File: src/rtl/mamba_ctrl_pkg.sv
// Shared control definitions for the Mamba accelerator: PE mux mode codes,
// requester indices, arbiter state encoding and small index helpers.
package mamba_ctrl_pkg;

    localparam logic [2:0] MODE_IDLE     = 3'd0;
    localparam logic [2:0] MODE_LINEAR   = 3'd1;
    localparam logic [2:0] MODE_CONV     = 3'd2;
    localparam logic [2:0] MODE_SCAN     = 3'd3;
    localparam logic [2:0] MODE_SOFTPLUS = 3'd4;

    localparam logic [1:0] REQ_LIN  = 2'd0;
    localparam logic [1:0] REQ_CONV = 2'd1;
    localparam logic [1:0] REQ_SCAN = 2'd2;

    typedef enum logic [1:0] {
        ARB_IDLE  = 2'd0,
        ARB_FLUSH = 2'd1,
        ARB_START = 2'd2,
        ARB_BUSY  = 2'd3
    } arb_state_t;

    function automatic logic [2:0] idx_to_mode(input logic [1:0] idx);
        logic [2:0] mode;
        case (idx)
            REQ_LIN:  mode = MODE_LINEAR;
            REQ_CONV: mode = MODE_CONV;
            REQ_SCAN: mode = MODE_SCAN;
            default:  mode = MODE_IDLE;
        endcase
        return mode;
    endfunction

    // Successor index modulo 3; index 3 is never produced and folds to 0.
    function automatic logic [1:0] next_idx(input logic [1:0] idx);
        return (idx >= REQ_SCAN) ? REQ_LIN : idx + 2'd1;
    endfunction

endpackage

File: src/rtl/rr_priority_pick.sv
// Round-robin pick over three requesters: first set bit scanning ptr,
// ptr+1, ptr+2 (mod 3). Purely combinational.
module rr_priority_pick
    import mamba_ctrl_pkg::*;
(
    input  logic [2:0] req,
    input  logic [1:0] ptr,
    output logic       valid,
    output logic [1:0] idx
);

    logic [1:0] first;
    logic [1:0] second;
    logic [1:0] third;

    always_comb begin
        first  = (ptr > REQ_SCAN) ? REQ_LIN : ptr;
        second = next_idx(first);
        third  = next_idx(second);
        valid  = |req;
        idx    = REQ_LIN;
        if (req[first]) begin
            idx = first;
        end else if (req[second]) begin
            idx = second;
        end else if (req[third]) begin
            idx = third;
        end
    end

endmodule

File: src/rtl/pe_array_arbiter.sv
// Time-shares the 16-lane PE array between Linear, Conv1D and Scan engines:
// round-robin pick, accumulator flush at MODE_IDLE, start pulse, hold until done/watchdog.
module pe_array_arbiter
    import mamba_ctrl_pkg::*;
#(
    parameter int NUM_REQ      = 3,
    parameter int FLUSH_CYCLES = 1,
    parameter int TIMEOUT_W    = 16
) (
    input  logic                 clk,
    input  logic                 reset,
    input  logic [2:0]           req,
    input  logic [2:0]           done,
    input  logic [TIMEOUT_W-1:0] timeout_limit,
    input  logic                 err_clear,
    output logic [2:0]           mode_select,
    output logic [2:0]           grant,
    output logic [2:0]           start_pulse,
    output logic [1:0]           active_id,
    output logic                 busy,
    output logic                 timeout_err
);

    if (NUM_REQ != 3) begin : g_bad_num_req
        $error("pe_array_arbiter: NUM_REQ must be 3");
    end
    if (FLUSH_CYCLES < 1) begin : g_bad_flush
        $error("pe_array_arbiter: FLUSH_CYCLES must be at least 1");
    end

    localparam int FW = (FLUSH_CYCLES > 1) ? $clog2(FLUSH_CYCLES) : 1;
    localparam logic [FW-1:0] FLUSH_LAST = FW'(FLUSH_CYCLES - 1);

    // Handshake: req[i] is a level held until the engine sees its start_pulse
    // (or withdrawn); done[i] is a one-cycle pulse honoured only from the
    // granted engine while BUSY. There is no back-pressure on start_pulse.
    arb_state_t           state, state_n;
    logic [1:0]           ptr, ptr_n;
    logic [1:0]           active_q, active_n;
    logic [FW-1:0]        flush_cnt, flush_n;
    logic [TIMEOUT_W-1:0] wd_cnt, wd_n;
    logic                 err_q, err_n;
    logic                 err_set;
    logic                 wd_last;
    logic                 pick_valid;
    logic [1:0]           pick_idx;

    rr_priority_pick u_pick (
        .req   (req),
        .ptr   (ptr),
        .valid (pick_valid),
        .idx   (pick_idx)
    );

    assign wd_last = (timeout_limit != '0) && (wd_cnt == timeout_limit - 1'b1);

    always_comb begin
        state_n  = state;
        ptr_n    = ptr;
        active_n = active_q;
        flush_n  = flush_cnt;
        wd_n     = wd_cnt;
        err_set  = 1'b0;
        case (state)
            ARB_IDLE: begin
                if (pick_valid) begin
                    active_n = pick_idx;
                    flush_n  = '0;
                    state_n  = ARB_FLUSH;
                end
            end
            ARB_FLUSH: begin
                if (!req[active_q]) begin
                    state_n = ARB_IDLE;
                end else if (flush_cnt == FLUSH_LAST) begin
                    state_n = ARB_START;
                end else begin
                    flush_n = flush_cnt + 1'b1;
                end
            end
            ARB_START: begin
                wd_n    = '0;
                state_n = ARB_BUSY;
            end
            ARB_BUSY: begin
                if (wd_cnt != '1) begin
                    wd_n = wd_cnt + 1'b1;
                end
                // A watchdog release rotates the pointer exactly like done.
                if (done[active_q]) begin
                    state_n = ARB_IDLE;
                    ptr_n   = next_idx(active_q);
                end else if (wd_last) begin
                    state_n = ARB_IDLE;
                    ptr_n   = next_idx(active_q);
                    err_set = 1'b1;
                end
            end
            default: state_n = ARB_IDLE;
        endcase
        if (err_set) begin
            err_n = 1'b1;
        end else if (err_clear) begin
            err_n = 1'b0;
        end else begin
            err_n = err_q;
        end
    end

    always_ff @(posedge clk) begin
        if (reset) begin
            state     <= ARB_IDLE;
            ptr       <= REQ_LIN;
            active_q  <= REQ_LIN;
            flush_cnt <= '0;
            wd_cnt    <= '0;
            err_q     <= 1'b0;
        end else begin
            state     <= state_n;
            ptr       <= ptr_n;
            active_q  <= active_n;
            flush_cnt <= flush_n;
            wd_cnt    <= wd_n;
            err_q     <= err_n;
        end
    end

    // Outputs decode registered state only; req/done never reach them directly.
    logic       granted;
    logic [2:0] onehot;

    assign granted     = (state == ARB_START) || (state == ARB_BUSY);
    assign onehot      = 3'b001 << active_q;
    assign mode_select = granted ? idx_to_mode(active_q) : MODE_IDLE;
    assign grant       = granted ? onehot : 3'b000;
    assign start_pulse = (state == ARB_START) ? onehot : 3'b000;
    assign active_id   = active_q;
    assign busy        = (state != ARB_IDLE);
    assign timeout_err = err_q;

endmodule

File: config.mk
export PLATFORM = sky130hd
export DESIGN_NAME = pe_array_arbiter
export DESIGN_NICKNAME = d
export VERILOG_FILES = /design/src/rtl/mamba_ctrl_pkg.sv /design/src/rtl/rr_priority_pick.sv /design/src/rtl/pe_array_arbiter.sv
export SDC_FILE = /design/constraint.sdc
export NUM_CORES = 1
export LEC_CHECK = 0
export CAP_MARGIN = 15
export CORE_UTILIZATION = 35
export DETAILED_ROUTE_END_ITERATION = 12
export PLACE_DENSITY = 0.67
export SLEW_MARGIN = 30
export SYNTH_ARGS = -nofsm -noshare
export SYNTH_HDL_FRONTEND = slang
export SYNTH_SLANG_ARGS = --single-unit
File: constraint.sdc
create_clock -name clk -period 4 [get_ports clk]
set_input_delay 1 -clock clk [delete_from_list [all_inputs] [get_ports clk]]
set_output_delay 1 -clock clk [all_outputs]
set_load 0.03 [all_outputs]
---- Word level (Yosys, flattened, before mapping) ----
Cells that the tools add are included.
storage, ports and cells
  logic and storage cells ................. 89
  register bits ........................... 24
  input port bits ......................... 25
  output and inout bits ................... 13
operators by class
  magnitude comparators ................... 8
  eq/ne operators ......................... 12
  add/sub/neg operators ................... 6
  shift-type cells ........................ 1
  reduce and logical (&&, ||, !) cells .... 16
  multiplexer cells ....................... 40
operators with widths
  kind                                                                          count
  16-bit one-hot mux with 2 select lines                                        1
  2-bit two-way mux                                                             14
  16-bit by 1-bit adder with 16-bit output, second input constant               1
  16-bit equality test                                                          1
  16-bit two-way mux                                                            1
  16-bit != test, second input constant                                         1
  16-bit nonzero test                                                           1
  16-bit by 1-bit subtractor with 16-bit output, second input constant          1
  1-bit two-way mux                                                             13
  2-bit by 3-bit less-than comparator with 1-bit output, second input constant  4
  1-bit binary-select mux with 2-bit select                                     5
  2-bit nonzero test                                                            5
  3-bit two-way mux                                                             3
  2-bit one-hot mux with 4 select lines                                         1
  2-bit by 1-bit adder with 2-bit output, second input constant                 3
  2-bit equality test, second input constant                                    3
  2-bit greater-or-equal comparator, second input constant                      3
  2-bit != test, second input constant                                          3
  3-bit != test, second input constant                                          2
  2-bit one-hot mux with 3 select lines                                         1
  2-bit AND reduction                                                           3
  3-bit AND reduction                                                           2
  2-bit by 1-bit equality test with 1-bit output, second input constant         2
  2-bit logical NOT                                                             2
  7 further kinds                                                               7

---- Depth between registers and ports, before layout ----
Gate-level depths: netlist of the first run.
  depth in word-level cells ............... 11
  gate-level depth with buffers ........... 9

---- Cells and area by module ----
From an unflattened synthesis of the first run, not the netlist that was laid out.
second synthesis, totals
  cell total of the unflattened synthesis .. 267
  area, all modules ....................... 2,055.7 um^2
modules (own cells, without submodules)
  module            seq. area each (um^2)  cells each  times used  area each (um^2)
  pe_array_arbiter  460.4                  247         1           1,910.6
  rr_priority_pick  0.0                    20          1           145.1

---- Worst setup path after synthesis of the first run ----
Ideal clock, no wire load.
  kind .................................... input to register
  from .................................... input port timeout_limit[0]
  to ...................................... register state[0]
  stages on the path ...................... 9
  setup time .............................. 0.135 ns
  arrival time ............................ 2.543 ns
  setup slack ............................. 1.322 ns
  cells stage by stage .................... inv_1 -> ha_1 -> nor3b_4 -> nand3b_1 -> a311oi_1 -> nand4_1 -> nor4b_2 -> or2_1 -> a211oi_2
on the way
  cells in the longest elaborated chain, start to end .. 5
  elaborated cells on any way between the ends .. 6
  classes of those cells .................. add/sub: 1; eq/ne: 2; reduce/logical: 3
ends and longest elaborated chain
  what                                           line                     RTL
  start: declaration                             pe_array_arbiter.sv:14   input logic [TIMEOUT_W-1:0] timeout_limit,
  16-bit by 1-bit subtractor with 16-bit output  pe_array_arbiter.sv:55   assign wd_last = (timeout_limit != '0) && (wd_cnt == timeout_limit - 1'b1);
  16-bit equality test                           pe_array_arbiter.sv:55
  1-bit logical AND *                            pe_array_arbiter.sv:55
  3-bit != test (no line) *                      -
  3-bit AND reduction (no line) *                -
  end signal: assignment                         pe_array_arbiter.sv:119  state <= state_n;
  end: declaration                               pe_array_arbiter.sv:37   arb_state_t state, state_n;
Mark *: on every way between the ends. The rest lies on a longest branch, timed or not.
A chain may end at the register's enable or synchronous reset.

---- Worst setup path in the final report of the first run ----
  from .................................... input port timeout_limit[3]
  to ...................................... register state[0]
Same word-level chain as after synthesis.

==> metrics, run 1 <==
die height=76.0 µm; fin nets=318; critical path data arrival time=3.35 ns; Final Hold Fails=0; Unique masters post-synth=52; Critical Path RT=4.13 ns; Setup Crit Path Kind=input port to flip-flop; share of the synthesized area in the top cell type=24.0%; TritonCTS clock tree=built; maximum clock frequency=311 MHz; die width=76.0 µm; Max Cap Viol=0; CTS Buffer Depth=2; RSZ-0062 raised after global routing=false; Synth Cell Area=1920 µm²; worst r2r dst=wd_cnt[15]$_SDFFE_PP0P_; max incr delay on CP=0.56 ns; Area Overhead vs Synth=24.2%; first drt pass iteration count=4; Tot GR Track Use=14.4%; Starting Density=36.8%; pin count of the biggest net entering global routing=16; clk slew on worst S/H paths=0.08 ns; Final Setup Violations=0; core area=5200 µm²; sequential share of the synthesized area=24.0%; DRT Wirelength=4290 µm; worst hold stages=2; Top delay family on crit path=simple AND/OR/NAND/NOR gates; slowest CP cell=clkdlybuf4s50_1; Post-Syn Nets=284; worst hold start=timeout_err$_SDFFE_PP0P_; Avg Cell Area, Syn=7.73 µm²; max-slew violation count=0; worst r2r src=wd_cnt[3]$_SDFFE_PP0P_; post-cts sizing count=0; Worst Max-Slew Pin Slew=0.721 ns; reg2reg path depth=7; antenna-violating nets left=0; vias=1823; first-pass GRT wire length=7070 µm; layout cells sized above 1=4.98%; die area=5780 µm²; Num CTS Buffers=3; drt drc=0; Clock Latency Late Sink=0.26 ns; Via-to-Cell Ratio=5.19; initial antenna violation count=0; crit share post-route=80.5%; vias in the first global route=1593; hold endpoint=timeout_err$_SDFFE_PP0P_; Hold Buf Count CTS=0; FF-to-FF setup slack=1.91 ns; Leak=0.903 nW; post-layout min period=3.22 ns; DRT iter0 DRCs=65; Peak VDD IR=0.150 mV; HP Class=flip-flop to flip-flop; CTS Root Cell=clkbuf_8; # IOs=38; Diodes inserted=0; gr ovfl total=0; Synth area leader=dfxtp_1; buffer and inverter count on the worst path=1; Final GP Congestion=0.821; Synth Instances=248; WL/cell=12.2 µm; CP Cell Sequence=clkdlybuf4s50_1, nor4_4, nand2_1, o311ai_1, o21ai_1, nor4b_2, or2_1, a211oi_2; crit path launch type=input port; Fin Setup TNS=0 ns; H-tree depth=1; Worst Clk Skew=0.00302 ns; relative slew slack=51.7%; DP HPWL=3340 µm; Power Density=220 nW/µm²; Yosys reg bits=23; status=complete, no violations; # Post-CTS Setup Buffers=0; Cell Rows=26; CTS sink count=23; Critical Path Sink Type=flip-flop; yosys warns=0; final core occ=45.7%; crit path max fanout=6; buffers added on ports=36; top post-synthesis cells by area=dfxtp_1 (24%), xor2_1 (7.3%), ha_1 (7.2%)
## tightest hold or removal path, delay by kind of cell, from the launching register on
kind | cells | cell delay [ns]
AOI/OAI and AO/OA | 1 | 0.05
DFF | 1 | 0.32
and+or+nand+nor | 1 | 0.06
## area by class of cell
class	instances	area, µm²
Tap cell	70	87.6
Inverter	18	67.6
Timing Repair Buffer	36	360
Multi-Input combinational cell	200	1360
Fill cell	508	2820
Clock buffer	4	45.0
Sequential cell	23	460
## flip-flops by register name (all words and copies together) (netlist names), named ones only
| name | count |
|---|---|
| state | 1 |
| active_id | 2 |
| ptr | 2 |
| timeout_err | 1 |
| wd_cnt | 16 |
## cell usage in the layout (no fill, tap or decap), types with 3 or more instances in the layout
master,count
and3_1,8
a21oi_1,13
dfxtp_1,23
xor2_1,16
clkbuf_8,3
nor4_1,6
inv_1,18
nor2_1,27
xnor2_1,15
nand2_1,23
clkdlybuf4s50_1,36
mux2i_1,6
ha_1,11
nor3_1,4
and2_1,6
nand4_1,12
nand3_1,11
nand3b_1,3
## where the power goes
part	switching (mW)	total, mW	internal (mW)	leakage [nW]
Combinational	0.0724	0.135	0.0622	0.695
Sequential	0.0127	0.246	0.233	0.186
Clock	0.0716	0.143	0.0710	0.0228
## through the flow
step	hold slack (ns)	total power, mW	setup WS (ns)	area [µm²]	instances
floorplan	0.455	0.325	1.32	1920	248
global placement	0.476	0.384	0.555	2330	347
detailed placement	0.463	0.385	0.519	2330	347
CTS	0.478	0.528	0.791	2380	351
global route	0.505	0.548	0.577	2380	351
finish	0.478	0.523	0.780	2380	351
## synthesized netlist by cell type, drive strengths merged
| library cell | number |
|---|---|
| o21ai | 5 |
| clkbuf | 4 |
| nand4 | 12 |
| a21oi | 13 |
| o21a | 1 |
| nor3 | 5 |
| mux2i | 6 |
| inv | 18 |
| a211o | 1 |
| and4 | 1 |
| nand2b | 2 |
| a311oi | 1 |
| or4 | 2 |
| a31oi | 1 |
| a221o | 1 |
| maj3 | 1 |
| nand3 | 11 |
| a2bb2oi | 1 |
| or2 | 2 |
| buf | 3 |
| xnor2 | 15 |
| o21bai | 1 |
| dfxtp | 23 |
| a22oi | 1 |
| a21o | 1 |
| a211oi | 2 |
| conb | 1 |
| and3 | 8 |
| nand4bb | 1 |
| nand2 | 23 |
| a21bo | 1 |
| nor4 | 7 |
| o311ai | 1 |
| nor2b | 1 |
| and2 | 6 |
| nor4b | 2 |
| nor2 | 27 |
| ha | 11 |
| xor2 | 16 |
| nand3b | 3 |
| nor3b | 3 |
| o2111ai | 2 |
| a31o | 1 |
## how the worst max path moves through the flow
stage                     start                       end  slack (ns)  cells past startpoint
6_report       timeout_limit[3]     state[0]$_SDFFE_PP0P_        0.78                      8
5_1_grt        timeout_limit[0]  timeout_err$_SDFFE_PP0P_        0.58                     10
4_1_cts        timeout_limit[0]     state[0]$_SDFFE_PP0P_        0.79                     10
3_5_place_dp   timeout_limit[0]     state[0]$_SDFFE_PP0P_        0.52                     10
3_3_place_gp   timeout_limit[0]     state[0]$_SDFFE_PP0P_        0.55                     10
2_1_floorplan  timeout_limit[0]     state[0]$_SDFFE_PP0P_        1.32                      9
## per-layer routing
layer | GRT usage, % | share of wire [%] | vias up
li1 | - | - | 936
met5 | 0 | 0 | -
met3 | 2.16 | 5.5 | 4
met1 | 19.6 | 48 | 824
met2 | 23.9 | 46 | 59
met4 | 3.85 | 0.58 | 0
## cells by family (layout without fill, tap and decap cells)
logic type,count (synthesis),after routing,share of synthesized area (%)
AO/OA/AOI/OAI,34,34,12.1
other,1,1,0.196
AND/OR/NAND/NOR,116,116,33.4
buffers and inverters,25,58,5.22
multiplexers,6,6,3.13
adder cells (fa/ha/maj),12,12,7.70
flip-flops,23,23,24.0
XOR/XNOR,31,31,14.2
Note: power is estimated with default switching activity, not from simulation.
==> run 2, diff against run 1 <==
Clock period 4 ns to 3 ns, I/O delays scaled along.
==> run 2 against run 1 <==
Global-route usage up 1.2 points. Die area unchanged. Setup slack worse by 0.59 ns. Non-clock buffer count up 19. Combinational power up 50%.
==> metrics, run 2 (same netlist as run 1, synthesis figures left out) <==
Design Area, Final=2520 µm² (+5.9%); DRT Wirelength=4450 µm (+3.8%); max FFs per register=16 (unchanged); post-cts sizing count=0 (unchanged); status=complete, no violations; Starting Density=36.8% (unchanged); crit path launch type=input port; Critical Path Sink Type=flip-flop; Max Cap Viol=0 (unchanged); DP HPWL=3500 µm (+4.9%); Fill cells=528 (+3.9%); layout cells sized above 1=11.0% (+6.0 points); Final Hold Fails=0 (unchanged); Switching Share=30.2% (+0.23 points); buffer and inverter count on the worst path=2 (+1); fin nets=337 (+6.0%); CTS Root Cell=clkbuf_8; DRT iter0 DRCs=61 (-6.2%); Top delay family on crit path=simple AND/OR/NAND/NOR gates; critical path data arrival time=2.97 ns (-0.38 ns); Tot GR Track Use=15.7% (+1.2 points); pin count of the biggest net entering global routing=16 (unchanged); Area Overhead vs Synth=31.5%; maximum clock frequency=355 MHz; die area=5780 µm² (unchanged); vias in the first global route=1774 (+11%); CTS Buffer Depth=2 (unchanged); core area=5200 µm² (unchanged); placed cells=363 (+4.6%); buffers added on ports=36 (unchanged); internal power=0.501 mW (+37%); Clock Latency Late Sink=0.26 ns (about the same); Diodes inserted=0 (unchanged); largest reg by FF count=wd_cnt; crit share post-route=93.8%; first drt pass iteration count=4 (unchanged); die height=76.0 µm (unchanged); relative slew slack=55.0% (+3.3 points); area of the multi-input gates=1360 µm² (-0.28%); Power Density=285 nW/µm² (+30%); Final GP Congestion=0.770 (-6.2%); vias=1853 (+1.6%); max incr delay on CP=0.52 ns (-0.04 ns); Setup Crit Path Kind=input port to flip-flop; post-route insts no fill=370 (+5.4%); reg2reg path depth=8 (+1); Psw=0.217 mW (+38%); clk slew on worst S/H paths=0.08 ns (about the same); most common cell after layout, fill and taps aside=clkdlybuf4s50_1; max-slew violation count=0 (unchanged); drt drc=0 (unchanged); Cell Rows=26 (unchanged); # IOs=38 (unchanged); slowest CP cell=clkdlybuf4s50_1; RSZ-0062 raised after global routing=false; die width=76.0 µm (unchanged); Worst Max-Slew Pin Slew=0.672 ns (-0.0493 ns); initial antenna violation count=0 (unchanged); register area=460 µm² (unchanged); dpl cell area=2450 µm² (+5.1%); H-tree depth=1 (unchanged); Critical Path RT=3.16 ns (-0.97 ns); sequential power share=44.8% (-2.2 points); Clock Power Share=26.9% (-0.4 points); cell count along the critical path=9 (+1); commonest cells after routing, fill and taps aside=clkdlybuf4s50_1 (36), nor2_1 (27), nand2_1 (23), dfxtp_1 (23), buf_4 (19); WL/cell=12.0 µm (-1.6%); Final Setup Violations=0 (unchanged); crit path max fanout=6 (unchanged); combinational power share=28.3% (+2.6 points); Num CTS Buffers=3 (unchanged); first-pass GRT wire length=7660 µm (+8.4%); gr ovfl total=0 (unchanged); HP Class=flip-flop to flip-flop; TritonCTS clock tree=built; post-layout min period=2.81 ns; Peak VDD IR=0.178 mV (+19%); worst hold stages=2 (unchanged); CP Cell Sequence=clkdlybuf4s50_1, nor4_4, nand2_1, o311ai_1, o21ai_1, nor4b_2, buf_4, o21ai_2, mux2i_1; Via-to-Cell Ratio=5.01 (-3.6%); Hold Buf Count CTS=0 (unchanged); Leak=1.00 nW (+11%); Worst Clk Skew=0.00287 ns (-0.000149 ns); CTS sink count=23 (unchanged); antenna-violating nets left=0 (unchanged)
[run 2: tightest hold or removal path, stage by stage (launching register included)]
cell and delay [ns]:
dfxtp_1 0.34, nand2_1 0.06, mux2i_1 0.06
[run 2: path summary, 6_finish.rpt]
kind | from | endpoint | slack (ns)
setup / recovery | timeout_limit[6] | ptr[1]$_SDFFE_PP0P_ | 0.19
hold / removal | ptr[0]$_SDFFE_PP0P_ | ptr[0]$_SDFFE_PP0P_ | 0.49
setup reg to reg | wd_cnt[7]$_SDFFE_PP0P_ | ptr[1]$_SDFFE_PP0P_ | 0.91
hold reg to reg | ptr[0]$_SDFFE_PP0P_ | ptr[0]$_SDFFE_PP0P_ | 0.49
[run 2: layout make-up]
class                      instances  area share [%]
clock buffer                       3            1.64
clock inverter                     1           0.199
inverter                          18            2.68
multi-input combinational        200            53.8
sequential                        23            18.3
tap                               70            3.47
timing repair buffer              55            20.0
[run 2: power by group through the flow]
stage	combinational (mW)	sequential (mW)	clock, mW
3_5_place_dp	0.201	0.329	0
3_3_place_gp	0.199	0.329	0
2_1_floorplan	0.106	0.328	0
5_1_grt	0.222	0.323	0.211
4_1_cts	0.202	0.322	0.198
6_report	0.203	0.322	0.193
[run 2: stage by stage]
stage                     hold WS (ns)  utilization, %  worst slack [ns]  setup TNS (ns)  total power, mW
after floorplan                  0.455               -             0.572               0            0.434
after global placement           0.473            47.1           -0.0759          -0.237            0.528
after detailed placement         0.481            47.1           -0.0781          -0.294            0.530
after CTS                        0.498            48.0             0.189               0            0.723
after global routing             0.526            48.4           0.00510               0            0.756
final                            0.493            48.4             0.186               0            0.718
[run 2: per-layer routing]
layer	track usage, %	share of wire, %	vias up
met5	0	0	-
met3	2.16	3.5	4
met4	5.58	0.99	0
met1	19.8	48	845
met2	27.3	47	31
li1	-	-	973
[run 2: repair_timing]
item | in CTS | in global routing
buffers inserted | 0 | 3
endpoints found under the hold margin | 0 | 0
endpoints found under the setup margin | 0 | 5
==> run 3, diff against run 2 <==
Settings changed: CTS_CLUSTER_DIAMETER from default to 40.
==> results of run 3 <==
The final DEF is identical to that of run 2; final timing and power are the same.
